==> src/rtl/xadc_cfg_pkg.sv <==
// xadc_cfg_pkg: DRP addresses, configuration table and FSM state type for xadc_drp_writer.
//   ADDR_TBL/DATA_TBL : 16-entry address/data table; entries past the six real
//                       registers repeat the last write so NUM_WORDS up to 16 stays safe.
//   state_t           : writer FSM states.
package xadc_cfg_pkg;
  localparam logic [6:0] CFG0     = 7'h40;
  localparam logic [6:0] CFG1     = 7'h41;
  localparam logic [6:0] CFG2     = 7'h42;
  localparam logic [6:0] SEQ_CH0  = 7'h48;
  localparam logic [6:0] SEQ_CH1  = 7'h49;
  localparam logic [6:0] SEQ_AVG0 = 7'h4A;
  localparam int TBL_DEPTH = 16;
  // CFG0: 16-sample averaging; CFG1: SEQ=0010 continuous sequence mode; CFG2: dclk divide by 4.
  // SEQ_CH0 enables temp, vccint, vccaux, vp/vn, vccbram (5) and SEQ_CH1 enables aux 0..7 (8): 13 channels.
  localparam logic [6:0] ADDR_TBL [TBL_DEPTH] = '{
    CFG0, CFG1, CFG2, SEQ_CH0, SEQ_CH1, SEQ_AVG0,
    SEQ_AVG0, SEQ_AVG0, SEQ_AVG0, SEQ_AVG0, SEQ_AVG0,
    SEQ_AVG0, SEQ_AVG0, SEQ_AVG0, SEQ_AVG0, SEQ_AVG0};
  localparam logic [15:0] DATA_TBL [TBL_DEPTH] = '{
    16'h1000, 16'h2000, 16'h0400, 16'h4F00, 16'h00FF, 16'h0100,
    16'h0100, 16'h0100, 16'h0100, 16'h0100, 16'h0100,
    16'h0100, 16'h0100, 16'h0100, 16'h0100, 16'h0100};
  typedef enum logic [2:0] {IDLE, WR_ISSUE, WR_WAIT, RD_ISSUE, RD_WAIT, DONE, ERROR} state_t;
endpackage

==> src/rtl/xadc_drp_timeout.sv <==
// drp_timeout_counter: per-access wait counter for the DRP writer.
//   clk, rst (async active-low), load (ISSUE cycle), count (WAIT cycle),
//   expired: the count reaches TIMEOUT at the end of the current cycle.
module drp_timeout_counter #(
  parameter int TIMEOUT = 255
) (
  input  logic clk,
  input  logic rst,
  input  logic load,
  input  logic count,
  output logic expired
);
  logic [7:0] cnt;
  // The den cycle is the first waiting cycle, so load starts the count at 1.
  always_ff @(posedge clk or negedge rst)
    if (!rst) cnt <= '0;
    else if (load) cnt <= 8'd1;
    else if (count && cnt != 8'hFF) cnt <= cnt + 8'd1;
  assign expired = 9'(cnt) + 9'd1 == 9'(TIMEOUT);
endmodule

==> src/rtl/xadc_drp_writer.sv <==
// xadc_drp_writer: walks the XADC configuration table over the DRP port after reset.
//   clk/rst (async active-low), start (rerun from DONE/ERROR),
//   daddr_out/den_out/dwe_out/di_out/do_in/drdy_in: DRP port,
//   busy/done/error/err_addr: status to the top level.
//   Define XADC_CFG_VERIFY_EN to read back and compare every written register.
module xadc_drp_writer
  import xadc_cfg_pkg::*;
#(
  parameter int NUM_WORDS = 6,
  parameter int TIMEOUT   = 255
) (
  input  logic        clk,
  input  logic        rst,
  input  logic        start,
  output logic [6:0]  daddr_out,
  output logic        den_out,
  output logic        dwe_out,
  output logic [15:0] di_out,
  input  logic [15:0] do_in,
  input  logic        drdy_in,
  output logic        busy,
  output logic        done,
  output logic        error,
  output logic [6:0]  err_addr
);
  state_t     state;
  logic [3:0] idx;
  logic       last, tmo_load, tmo_count, tmo_expired;
  assign last      = idx == 4'(NUM_WORDS - 1);
  assign tmo_load  = state == WR_ISSUE || state == RD_ISSUE;
  assign tmo_count = state == WR_WAIT || state == RD_WAIT;
  drp_timeout_counter #(.TIMEOUT(TIMEOUT)) u_tmo (
    .clk(clk), .rst(rst), .load(tmo_load), .count(tmo_count), .expired(tmo_expired)
  );
`ifndef XADC_CFG_VERIFY_EN
  logic unused_do;
  assign unused_do = ^do_in;
`endif
  // Outputs are registered from the current state, so they trail the state by one cycle.
  // done/error drop in the cycle after a start pulse is sampled.
  always_ff @(posedge clk or negedge rst) begin
    if (!rst) begin
      state     <= IDLE;
      idx       <= '0;
      daddr_out <= '0;
      den_out   <= 1'b0;
      dwe_out   <= 1'b0;
      di_out    <= '0;
      busy      <= 1'b0;
      done      <= 1'b0;
      error     <= 1'b0;
      err_addr  <= '0;
    end else begin
      den_out <= tmo_load;
      dwe_out <= state == WR_ISSUE;
      busy    <= state inside {WR_ISSUE, WR_WAIT, RD_ISSUE, RD_WAIT};
      done    <= state == DONE && !start;
      error   <= state == ERROR && !start;
      if (tmo_load) daddr_out <= ADDR_TBL[idx];
      if (state == WR_ISSUE) di_out <= DATA_TBL[idx];
      if (state == ERROR) err_addr <= ADDR_TBL[idx];
      case (state)
        IDLE: begin
          state <= WR_ISSUE;
          idx   <= '0;
        end
        WR_ISSUE: state <= WR_WAIT;
        WR_WAIT:
          if (drdy_in) begin
`ifdef XADC_CFG_VERIFY_EN
            state <= RD_ISSUE;
`else
            state <= last ? DONE : WR_ISSUE;
            idx   <= last ? idx : idx + 4'd1;
`endif
          end else if (tmo_expired) state <= ERROR;
`ifdef XADC_CFG_VERIFY_EN
        RD_ISSUE: state <= RD_WAIT;
        RD_WAIT:
          if (drdy_in) begin
            state <= do_in != DATA_TBL[idx] ? ERROR : last ? DONE : WR_ISSUE;
            idx   <= do_in != DATA_TBL[idx] || last ? idx : idx + 4'd1;
          end else if (tmo_expired) state <= ERROR;
`endif
        DONE, ERROR:
          if (start) begin
            state <= WR_ISSUE;
            idx   <= '0;
          end
        default: state <= IDLE;
      endcase
    end
  end
endmodule

==> config.mk <==
export PLATFORM = sky130hd
export DESIGN_NAME = xadc_drp_writer
export DESIGN_NICKNAME = d
export VERILOG_FILES = /design/src/rtl/xadc_cfg_pkg.sv /design/src/rtl/xadc_drp_timeout.sv /design/src/rtl/xadc_drp_writer.sv
export SDC_FILE = /design/constraint.sdc
export NUM_CORES = 1
export LEC_CHECK = 0
export ABC_AREA = 1
export CORE_UTILIZATION = 40
export CTS_CLUSTER_DIAMETER = 60
export DETAILED_ROUTE_END_ITERATION = 16
export PLACE_DENSITY_LB_ADDON = 0.25
export SKIP_LAST_GASP = 1
export SYNTH_ARGS = -nofsm -noshare
export SYNTH_HDL_FRONTEND = slang
export SYNTH_SLANG_ARGS = --single-unit
==> constraint.sdc <==
create_clock -name clk -period 3.8 [get_ports clk]
set_clock_uncertainty 0.2 [all_clocks]
set_input_delay 0.38 -clock clk [delete_from_list [all_inputs] [get_ports clk]]
set_output_delay 0.38 -clock clk [all_outputs]
set_load 0.02 [all_outputs]
# Yosys cells after proc, flatten, opt, wreduce, memory -nomap -nowiden
# Memories as Yosys holds them, arrays and structs flattened. A register that Yosys moved wholly into a read port is not among the register bits.
# Index checks and enable logic that the tools add are counted.
# word_totals
register_bits	34
rom_bits	368
in_bits	20
memories	2
# memory_table
name	depth	width	read_ports	rd_ports_with_merged_regs	write_ports	line	text
(name not given)	16	16	1	1	0	xadc_drp_writer.sv:60	if (state == WR_ISSUE) di_out <= DATA_TBL[idx];
(name not given)	16	7	1	0	0	xadc_drp_writer.sv:61	if (state == ERROR) err_addr <= ADDR_TBL[idx];
# classes
n_addsub	3
n_lt_le_gt_ge	1
n_eq_ne	13
muxes	13
bitwise_logic	1
n_reduce_logical	14
# op_table
op	n
8-bit two-way mux	2
7-bit two-way mux	2
3-bit two-way mux	4
4-bit two-way mux	3
3-bit case mux with 4 select lines	1
4-bit case mux with 3 select lines	1
8-bit by 1-bit adder with 9-bit output (second input constant)	1
3-bit equality test (second input constant)	3
9-bit by 8-bit equality test with 1-bit output (second input constant)	1
8-bit by 1-bit adder with 8-bit output (second input constant)	1
8-bit != test (second input constant)	1
3-bit by 2-bit equality test with 1-bit output (second input constant)	2
2-bit != test (second input constant)	3
5-bit >= comparator (second input constant)	1
4-bit inverter with 5-bit output	1
4-bit by 1-bit adder with 4-bit output (second input constant)	1
4-bit by 3-bit equality test with 1-bit output (second input constant)	1
4-bit AND reduction	1
4-bit nonzero test	1
3-bit by 1-bit equality test with 1-bit output (second input constant)	1
1-bit logical AND	3
3-bit logical NOT	1
3-bit != test (second input constant)	1
3-bit nonzero test	1
5 further kinds	7

# Logic depth before layout (Yosys ltp)
# Gate-level depths: netlist (run 1).
# logic_depth
ltp_word	5
depth_mapped	11

# Modules after synthesis
# Synthesis (run 1) repeated with hierarchy kept, for this count alone.
# unflattened
cells_unflattened	224
area_unflattened_um2	1874.3
# modules_own_cells
mod	n_inst	cells_per_inst	area_per_inst_um2	seq_area_each_um2
xadc_drp_writer	1	151	1335.0	650.6
drp_timeout_counter	1	73	539.3	200.2

# Worst setup path before layout (run 1)
# OpenSTA, ideal clock, no wires.
# synth_path
path_kind	flip-flop to flip-flop
startpoint	register u_tmo.cnt[1]
endpoint	register u_tmo.cnt[0]
setup_ps	125
arrival_time_ps	1259
t_required_ps	3475
path_slack_ps	2216
stages_incl_launch_ff	9
n_path_buf	0
path_cell_list	dfrtp_1 > ha_1 > nand2_1 > inv_1 > nand2_1 > o21ai_4 > nand2_4 > o21ai_0 > o21ai_1
# synth_between
elab_chain_len	3
# synth_rtl
item	line	text
start, declared	xadc_drp_timeout.sv:13	logic [7:0] cnt;
start signal, assigned	xadc_drp_timeout.sv:18	else if (count && cnt != 8'hFF) cnt <= cnt + 8'd1;
8-bit != test	xadc_drp_timeout.sv:18	
1-bit logical AND	xadc_drp_timeout.sv:18	
2-bit nonzero test (no source line)	-	
# Every way passes these cells.
# A chain may end at the register's enable or synchronous reset.

==> impl_metrics.json, run 1 <==
{
  "outcome": "complete, no violations",
  "first_pass_iters": 4,
  "drtIter0Drc": 117,
  "period_needed_ns": 1.982,
  "power_mw": 1.520,
  "crit_path_end_kind": "output port",
  "postCtsSetupBuffers": 0,
  "dp_hpwl_mm": 2.336,
  "ys_ff_latch": 34,
  "grt_max_degree": 35,
  "powerDensity_nw_per_um2": 694.4,
  "cts-root-buf": "clkbuf_8",
  "grt-ovfl-total": 0,
  "num_vias": 1378,
  "worstSetupPathType": "reg2out",
  "final_max_slew_viol_count": 0,
  "synthCells": 204,
  "ios": 55,
  "crit_path_cell_trace": "clkdlybuf4s50_1",
  "n_fill_cell": 424,
  "p_leak_nw": 1.004,
  "cts_tree": "built",
  "finalHoldViolations": 0,
  "multiInputGateArea_um2": 747.0,
  "yosys.area.top_type": "dfrtp_1",
  "clk_pin_slew_ns": 0.07,
  "wire_per_inst_um": 11.52,
  "numCtsBuffers": 5,
  "layout-drive-gt1-share_pct": 12.39,
  "synthTopCellsByCount": "nand2_1, dfrtp_1, inv_1, buf_4, nand3_1",
  "drc": 0,
  "grt_first_pass_wirelength_mm": 5.837,
  "setup_slack_ns": 1.818,
  "die_h_um": 69.02,
  "start_util_pct": 41.55,
  "ir_worst_vdd_uv": 429.8,
  "fin_setup_tns_ns": 0,
  "synth_edf_count": 0,
  "seqCellArea_um2": 850.8,
  "synth-async-reset-ratio_pct": 100.0,
  "worstPathMaxFanout": 9,
  "cap_violations": 0,
  "timing.final.crit_share_pct": 52.15,
  "grt_pass1_vias": 1288,
  "setup_violations": 0,
  "synth_area_leaders": "dfrtp_1, nand2_1, buf_4, ha_1, inv_1",
  "cts_resized": 0,
  "clk_path_buf_depth": 2,
  "hold_class": "reg2reg",
  "port_buffers": 31,
  "n_antenna_cell": 0,
  "dieArea_um2": 4764,
  "via_per_inst": 4.818,
  "place_congestion": 0.8315,
  "area_growth_pct": 21.80,
  "worst_setup_path_start_kind": "flop",
  "wl_mm": 3.296,
  "yosysTopAreaCellShare_pct": 47.35,
  "insertion_delay_ns": 0.28,
  "pre_cts_slack_ns": 1.895,
  "fp.dieW_um": 69.02,
  "grt_usage_pct": 15.51,
  "rsz0062_at_grt": "false",
  "slowest_stage": "clkdlybuf4s50_1",
  "h-tree-depth": 2,
  "ys_warn_count": 0,
  "syn_avg_cell_area_um2": 8.807,
  "yosysMostFrequentCell": "nand2_1",
  "yosysUniqueCellTypes": 28,
  "critPathMaxStageDelay_ns": 0.65,
  "antenna_left": 0,
  "antenna_found_initial": 0,
  "core_area_um2": 4324,
  "synth_area_um2": 1797,
  "critPathArrivalTime_ns": 1.40,
  "fmax_mhz": 504.6,
  "crit_required_ns": 3.22,
  "synthFlopType": "dfrtp_1",
  "nets": 260,
  "crit_family": "buffers and inverters",
  "synth-seq-area-share_pct": 47.35,
  "ctsHoldBuffers": 0,
  "rows": 24,
  "worst-path-buf-inv": 1,
  "clock-sinks": 34
}
path summary, 6_finish.rpt:
kind / cells after the start / startpoint / to / slack (ns)
worst max-delay path: 1 / di_out[7] / di_out[2] / 1.82
worst min-delay path: 1 / daddr_out[6] / daddr_out[6] / 0.27
worst max register to register: 8 / u_tmo.cnt[1] / u_tmo.cnt[0] / 2.01
worst min register to register: 1 / daddr_out[6] / daddr_out[6] / 0.27
max in group asynchronous: 2 / rst / daddr_out[6] / 2.78
min in group asynchronous: 2 / rst / done / 0.31
cell type report:
class | instances | share of cell area, %
Tap cell | 52 | 2.973
Sequential cell | 34 | 38.88
Clock buffer | 7 | 3.488
Inverter | 27 | 4.631
Multi-Input combinational cell | 133 | 34.13
Clock inverter | 1 | 1.372
Timing Repair Buffer | 32 | 14.52
layer usage:
layer	vias up	track usage, %	routed length (µm)
li1	697	-	-
met1	645	21.05	1681
met2	30	23.09	1422
met3	6	4.825	153
met4	0	6.122	38
met5	-	0	0
through the flow:
step	hold WS, ns	std cells	instance area, µm²	util (%)
finish	0.2669	286	2188	50.61
global route	0.2838	286	2188	50.61
CTS	0.2696	286	2188	50.61
detailed placement	0.2532	278	2082	48.15
global placement	0.2493	278	2082	48.15
floorplan	-0.1156	210	1819	-
cell families after synthesis:
kind of cell               synth area share (%)
and+or+nand+nor                           25.00
buffers and inverters                     12.33
DFF                                       47.35
AOI/OAI and AO/OA                         9.749
adders and majority gates                 4.874
xor gates and xnor gates                 0.4876
other                                    0.2087
registers in the layout (all words and copies together), names as in the netlist:
| name | flops |
|---|---|
| u_tmo.cnt | 8 |
| idx | 4 |
| busy | 1 |
| err_addr | 4 |
| den_out | 1 |
| done | 1 |
| di_out | 6 |
| state | 3 |
| dwe_out | 1 |
| error | 1 |
| daddr_out | 4 |
cell usage in the layout (no fill, tap or decap), drive strengths merged:
cell	n
nand2	50
dfrtp	34
clkdlybuf4s50	31
inv	27
nand3	18
nor2	16
o21ai	15
ha	7
conb	7
clkbuf	7
o22ai	5
nor3	3
a31oi	2
o211ai	2
or2	2
o31ai	2
nand4	2
o21a	1
xor2	1
bufinv	1
buf	1
power breakdown:
part / internal, mW / leakage, nW / switching, mW / total, mW
Clock: 0.196 / 0.0524 / 0.129 / 0.326
Sequential: 0.462 / 0.445 / 0.0813 / 0.543
Combinational: 0.248 / 0.506 / 0.403 / 0.651
Total: 0.906 / 1.00 / 0.614 / 1.52
Power figures use the tool's default switching activity.
==> run 2: changes to the inputs <==
clock period = 1.9 ns   (was 3.8 ns; I/O delays follow)
==> run 2 against run 1 <==
Compared with the run above: combinational power up 100%; global-route usage grew 0.66 points; sequential power rose by 100%; final area is 0.23% lower; largest cell class unchanged; clock-buffer cell count unchanged; power grew 96%; via count shrank 1.2%; routed wire length rose by 5.8%; critical path depth did not move; critical path type unchanged; flip-flop and latch count is the same.
==> impl_metrics.json, run 2 (synthesized netlist as in run 1, its figures left out) <==
{
  "outcome": "complete, no violations",
  "antenna_left": 0,
  "cts_tree": "built",
  "layout_common_cells": "nand2_1, dfrtp_1, clkdlybuf4s50_1",
  "n_antenna_cell": 0,
  "fmax_mhz": 558.2,
  "wl_mm": 3.486,
  "clk_path_buf_depth": 2,
  "grt_max_degree": 35,
  "fp.dieW_um": 69.02,
  "worst_setup_path_start_kind": "flop",
  "crit_path_cell_trace": "clkdlybuf4s50_1",
  "p_leak_nw": 1.002,
  "hold_class": "in2async",
  "worstSetupPathType": "reg2out",
  "area_growth_pct": 21.52,
  "worstPathMaxFanout": 9,
  "start_util_pct": 41.55,
  "cap_violations": 0,
  "finalHoldViolations": 0,
  "final_common_cell": "nand2_1",
  "cp-startpoint": "di_out[7]",
  "drtIter0Drc": 67,
  "drc": 0,
  "port_buffers": 31,
  "final_cell_area_um2": 2183,
  "antenna_found_initial": 0,
  "largest_reg_flops": 8,
  "insertion_delay_ns": 0.29,
  "ctsHoldBuffers": 0,
  "ios": 55,
  "first_pass_iters": 4,
  "place_congestion": 0.8281,
  "period_needed_ns": 1.791,
  "worst-path-buf-inv": 1,
  "final_max_slew_viol_count": 0,
  "placed_area_um2": 2090,
  "ir_worst_vdd_uv": 728.3,
  "dieArea_um2": 4764,
  "critPathArrivalTime_ns": 1.40,
  "largest-register": "u_tmo.cnt",
  "slowest_stage": "clkdlybuf4s50_1",
  "cts-root-buf": "clkbuf_8",
  "num_vias": 1362,
  "h-tree-depth": 2,
  "crit_required_ns": 1.51,
  "crit_path_end_kind": "output port",
  "cts_resized": 0,
  "rows": 24,
  "timing.final.crit_share_pct": 94.28,
  "clk_pin_slew_ns": 0.07,
  "dp_hpwl_mm": 2.490,
  "hold_slack_ns": 0.1025,
  "grt_usage_pct": 16.17,
  "grt_pass1_vias": 1307,
  "clock-sinks": 34,
  "powerDensity_nw_per_um2": 1367,
  "die_h_um": 69.02,
  "core_area_um2": 4324,
  "via_per_inst": 4.746,
  "grt_first_pass_wirelength_mm": 6.072,
  "numCtsBuffers": 5,
  "setup_violations": 0,
  "crit_family": "buffers and inverters",
  "top_regs": "u_tmo.cnt: 8 flops, di_out: 6 flops",
  "critPathMaxStageDelay_ns": 0.65,
  "wire_per_inst_um": 12.15,
  "reg2reg_from": "u_tmo.cnt[1]",
  "nets": 261,
  "postCtsSetupBuffers": 0,
  "grt-ovfl-total": 0,
  "layout-drive-gt1-share_pct": 13.62
}
[run 2: area by class of cell]
cell class	count	area (µm²)
clock inverter	1	5.005
sequential	34	850.8
timing repair buffer	33	325.3
tap	52	65.06
fill	428	2141
multi-input combinational	133	749.5
inverter	27	101.3
clock buffer	7	86.33
[run 2: power breakdown]
part,internal (mW),total (mW),switching [mW]
combinational,0.511,1.33,0.823
clock,0.292,0.558,0.266
sequential,0.924,1.09,0.169
total,1.73,2.99,1.26
[run 2: per-layer routing]
layer	GRT usage (%)	part of all wire, %	vias to the layer above
met2	24.27	45	32
met3	3.216	3.7	5
met5	0	0	-
met1	22.18	49	628
met4	8.163	2.0	0
li1	-	-	697
[run 2: final timing paths]
check	to	slack (ns)	cells past startpoint
worst max-delay path	di_out[2]	0.11	1
worst min-delay path	u_tmo.cnt[6]	0.10	2
worst max register to register	u_tmo.cnt[1]	0.18	8
worst min register to register	daddr_out[6]	0.27	1
max in group asynchronous	di_out[7]	1.08	2
min in group clk	daddr_out[6]	0.27	1
[run 2: through the flow]
stage | utilization, % | setup TNS, ns | power (mW) | instances | worst slack [ns]
5_1_grt | 50.49 | -0.005129 | 3.195 | 287 | -0.005129
3_3_place_gp | 48.32 | 0 | 2.412 | 279 | 0.2118
4_1_cts | 50.43 | 0 | 3.012 | 287 | 0.09241
3_5_place_dp | 48.32 | 0 | 2.440 | 279 | 0.1783
6_report | 50.49 | 0 | 2.985 | 287 | 0.1086
2_1_floorplan | - | 0 | 1.965 | 210 | 0.3157
==> run 3: changes to the inputs <==
CAP_MARGIN = 5   (was default)
==> results of run 3 <==
The final DEF is identical to that of run 2; final timing and power are the same.
